**src/rtl/shift_right_seq_if.sv**
```systemverilog
// rtl/shift_right_seq_if.sv - start/busy/done handshake bundle for the iterative right shifter
interface shift_right_seq_if #(
    parameter int WIDTH   = 32,
    parameter int SHAMT_W = 5
);
    logic               start;
    logic               arith;
    logic [SHAMT_W-1:0] shamt;
    logic [WIDTH-1:0]   data_in;
    logic [WIDTH-1:0]   data_out;
    logic               busy;
    logic               done;

    modport master (
        output start, arith, shamt, data_in,
        input  data_out, busy, done
    );

    modport slave (
        input  start, arith, shamt, data_in,
        output data_out, busy, done
    );
endinterface

```
**src/rtl/shift_right_seq.sv**
```systemverilog
// rtl/shift_right_seq.sv - iterative SRL/SRA unit, one bit position per clock
module shift_right_seq #(
    parameter int WIDTH   = 32,
    parameter int SHAMT_W = 5
) (
    input  logic            clk,
    input  logic            reset,
    shift_right_seq_if.slave bus
);
    typedef enum logic [1:0] {
        ST_IDLE  = 2'd0,
        ST_SHIFT = 2'd1,
        ST_DONE  = 2'd2
    } state_t;

    state_t             r_state;
    state_t             w_state_next;
    logic [WIDTH-1:0]   r_data;
    logic [WIDTH-1:0]   w_data_next;
    logic [SHAMT_W-1:0] r_count;
    logic [SHAMT_W-1:0] w_count_next;
    logic               r_arith;
    logic               w_arith_next;
    logic               w_fill;

    // Sign fill only when the captured op was arithmetic; MSB re-copies itself each step
    assign w_fill = r_arith & r_data[WIDTH-1];

    always_comb begin
        w_state_next = r_state;
        w_data_next  = r_data;
        w_count_next = r_count;
        w_arith_next = r_arith;
        case (r_state)
            ST_IDLE: begin
                if (bus.start) begin
                    w_data_next  = bus.data_in;
                    w_count_next = bus.shamt;
                    w_arith_next = bus.arith;
                    w_state_next = (bus.shamt == '0) ? ST_DONE : ST_SHIFT;
                end
            end
            ST_SHIFT: begin
                w_data_next  = {w_fill, r_data[WIDTH-1:1]};
                w_count_next = r_count - SHAMT_W'(1);
                if (r_count == SHAMT_W'(1)) begin
                    w_state_next = ST_DONE;
                end
            end
            ST_DONE: begin
                w_state_next = ST_IDLE;
            end
            default: begin
                w_state_next = ST_IDLE;
            end
        endcase
    end

    always_ff @(posedge clk) begin
        if (reset) begin
            r_state <= ST_IDLE;
            r_data  <= '0;
            r_count <= '0;
            r_arith <= 1'b0;
        end else begin
            r_state <= w_state_next;
            r_data  <= w_data_next;
            r_count <= w_count_next;
            r_arith <= w_arith_next;
        end
    end

    // Status is decoded from registered state only, so start never reaches busy/done combinationally
    assign bus.data_out = r_data;
    assign bus.busy     = (r_state != ST_IDLE);
    assign bus.done     = (r_state == ST_DONE);
endmodule
```
**src/flat_wrapper.sv**
```systemverilog
// flat-port wrapper written by rule: the top's interface ports become plain ports
module shift_right_seq_flat 
#(
    parameter int WIDTH   = 32,
    parameter int SHAMT_W = 5
)
  (clk, reset, bus_start, bus_arith, bus_shamt, bus_data_in, bus_data_out, bus_busy, bus_done);
  shift_right_seq_if #(.WIDTH(WIDTH), .SHAMT_W(SHAMT_W)) bus_i ();
  input  logic clk;
  input  logic reset;
  input wire logic [$bits(bus_i.start)-1:0] bus_start;
  input wire logic [$bits(bus_i.arith)-1:0] bus_arith;
  input wire logic [$bits(bus_i.shamt)-1:0] bus_shamt;
  input wire logic [$bits(bus_i.data_in)-1:0] bus_data_in;
  output wire logic [$bits(bus_i.data_out)-1:0] bus_data_out;
  output wire logic [$bits(bus_i.busy)-1:0] bus_busy;
  output wire logic [$bits(bus_i.done)-1:0] bus_done;
  assign bus_i.start = bus_start;
  assign bus_i.arith = bus_arith;
  assign bus_i.shamt = bus_shamt;
  assign bus_i.data_in = bus_data_in;
  assign bus_data_out = bus_i.data_out;
  assign bus_busy = bus_i.busy;
  assign bus_done = bus_i.done;
  shift_right_seq #(.WIDTH(WIDTH), .SHAMT_W(SHAMT_W)) u_core (.clk(clk), .reset(reset), .bus(bus_i));
endmodule
```
**config.mk**
```make
export PLATFORM = sky130hd
export DESIGN_NAME = shift_right_seq_flat
export DESIGN_NICKNAME = d
export VERILOG_FILES = /design/src/rtl/shift_right_seq_if.sv /design/src/rtl/shift_right_seq.sv /design/src/flat_wrapper.sv
export SDC_FILE = /design/constraint.sdc
export NUM_CORES = 1
export LEC_CHECK = 0
export ABC_AREA = 1
export CORE_MARGIN = 2
export CORE_UTILIZATION = 51
export CTS_CLUSTER_SIZE = 28
export DETAILED_ROUTE_END_ITERATION = 16
export DONT_BUFFER_PORTS = 1
export HOLD_SLACK_MARGIN = 0.02
export PLACE_DENSITY_LB_ADDON = 0.12
export SETUP_SLACK_MARGIN = 0.5
export SYNTH_ARGS = -nofsm -noshare
export SYNTH_HDL_FRONTEND = slang
export SYNTH_SLANG_ARGS = --single-unit
```
**constraint.sdc**
```tcl
create_clock -name clk -period 1.3 [get_ports clk]
set_input_delay 0.13 -clock clk [delete_from_list [all_inputs] [get_ports clk]]
set_output_delay 0.13 -clock clk [all_outputs]
set_load 0.01 [all_outputs]
```
==> results.cfg, run 1 <==
[status]
status = finished with violations
failed_checks = negative hold slack

[timing]
min_period_over_period = 0.992
hold_viol = 1
fmaxAchievable_mhz = 775
layout_setup_ws_ns = 0.00999
worstMarginPinSlew_ns = 0.319
drv_slew = 0
finalSetupViolCount = 0
holdWs_ns = -0.00771
slew_headroom = 0.787
rsz0062_at_grt = yes
clock_skew_ns = 0.0219
period_minus_slack_ns = 1.29
setup_tns_ns = 0

[drt]
via_count = 2260
route.met3.wl_um = 748
vias_per_cell = 6.51
drc_errors = 0
drt-met1-wl_um = 2830
highest_layer = met4
routedWlPerCell_um = 22.6
wl_met2_um = 3840
wirelength_um = 7830
dr.pass1.iters = 5
ant_nets = 0
drt-initial-drc-count = 210

[critical_path]
r2r_cells = 6
cp_data_arrival_time_ns = 1.58
rrSetupSlack_ns = 0.01
crit_required_ns = 1.59
critPathKind = flop to flop
startpoint_type = flop
crit_path_end_kind = flop
critPathMaxFanout = 6

[cells_and_area]
final_cells = 347
final_nets = 342
postLayoutCoreUtil = 0.894
mostFrequentLayoutCell = nand2_1
syn2layout_area_growth_pct = 63.9
final_cell_mix = 71 x nand2_1, 38 x dlygate4sd3_1, 29 x dfxtp_4
drive_gt1_frac = 0.380

[floorplan]
die_w_um = 64.4
die_y_um = 64.4
die-area_mm2 = 0.00415
fp.coreArea_mm2 = 0.00342
rows = 21
io_pins = 75
initial_core_util = 0.545

[clocking]
cts_sinks = 40
clk_path_buf_depth = 2
cts_root_buffer = clkbuf_4
path_clk_slew_ns = 0.13
clk-insertion-delay-late_ns = 0.37
cts_tree = built
hold_buffers = 38
cts_buffers = 5
htree_levels = 2

[min_path]
hold_depth = 3
hp-class = primary input to flop

[grt]
grt_pass1_wl_um = 9250
antenna_found_initial = 0
grt_max_degree = 26
grt_pass1_vias = 1944
grt_overflow = 0
grt_util_all_layers = 0.290

[synthesis]
synth-seq-cells = 40
synth.largest_area_cell = dfxtp_1
synth_top_area_frac = 0.430
syn_area_per_cell_um2 = 7.48
synth_nets = 292
synth.area.top_cells = dfxtp_1 43%, nand2_1 15%, o21ai_0 11%
synthesis.area_mm2 = 0.00186
ys_warn_count = 0
yosysUniqueCellTypes = 20
synth_cells = 249
yosysSeqAreaShare = 0.430

[power_and_ir_drop]
cellPowerDensity_mw_per_mm2 = 1220
leakage_uw = 0.00116
ir_drop_mv = 0.845

[placement]
dpl.cell_count = 283
hpwl_um = 2860
portBuffers = 0
gp_congestion = 0.797
place_ws_ns = 0.112

[job]
cap_violations = 0
kinds of logic (layout without fill, tap and decap cells):
kind of cell / Yosys count / in the layout / synth area share
AND/OR/NAND/NOR: 93 / 93 / 0.206
AO/OA/AOI/OAI: 82 / 82 / 0.242
flip-flops: 40 / 40 / 0.430
buffers and inverters: 31 / 82 / 0.104
adder cells (fa/ha/maj): 2 / 2 / 0.0134
XOR/XNOR: 1 / 1 / 0.00470
other: 0 / 1 / 0
power by group:
| group | internal, µW | total, µW | switching (µW) |
|---|---|---|---|
| clock network | 403 | 846 | 443 |
| registers | 1410 | 1640 | 236 |
| logic | 558 | 1220 | 666 |
| total | 2370 | 3710 | 1350 |
critical path, cell delays in order (launching register included):
cell      delay [ns]
dfxtp_2         0.38
clkinv_4        0.11
nand2_8         0.12
buf_12          0.16
buf_8           0.13
nand2_1         0.13
a31oi_4         0.18
cell usage after synthesis, drive strengths merged:
library cell and n:
a21oi 9, buf 14, dfxtp 40, xor2 1, nand4 1, o21a 1, a31oi 31, nor3 1
ha 2, clkbuf 3, o21ai 41, inv 14, nand3 6, nand2 77, nor2 8
repair_timing:
item                                   CTS  global route
setup endpoints to repair               74            74
pin swaps                                5            11
cloned                                   5             2
endpoints found under the hold margin   38             1
gates resized for setup                 69            79
buffers inserted                         9             1
per-layer routing:
| metal | GRT usage | vias up |
|---|---|---|
| li1 | - | 962 |
| met1 | 0.347 | 1067 |
| met2 | 0.504 | 187 |
| met3 | 0.0660 | 44 |
| met4 | 0.114 | 0 |
| met5 | 0 | - |
area by class of cell:
class	instances	area, µm²
tap	46	57.6
timing repair inverter	1	11.3
antenna	1	2.50
inverter	14	78.8
clock inverter	2	35.0
timing repair buffer	59	726
sequential	40	917
multi-input combinational	178	1180
clock buffer	6	41.3
fill	145	363
worst paths after layout:
path,from,end
max,u_core.r_state[1],u_core.bus.data_out[0]
min,bus_start,u_core.r_arith
max reg2reg,u_core.r_state[1],u_core.bus.data_out[0]
min reg2reg,u_core.r_count[4],u_core.r_count[4]
sequential cells by signal, indices dropped and copies added, names as in the netlist:
name                 count
u_core.bus.data_out     32
u_core.r_count           5
u_core.r_state           2
u_core.r_arith           1
metrics by stage:
step,instance area [µm²],power (µW)
floorplan,1910,2090
global placement,1890,2170
detailed placement,1890,2170
CTS,2710,3370
global route,3050,3850
finish,3050,3710
Power figures use the tool's default switching activity.
==> run 2: changes to the inputs <==
Settings changed: CAP_MARGIN from default to 20.
==> results of run 2 <==
No change in the layout: final DEF, timing and power equal those of run 1.
==> run 3: changes to the inputs <==
Settings changed: CAP_MARGIN 20 to 15.
==> results of run 3 <==
No change in the layout: final DEF, timing and power equal those of run 1.
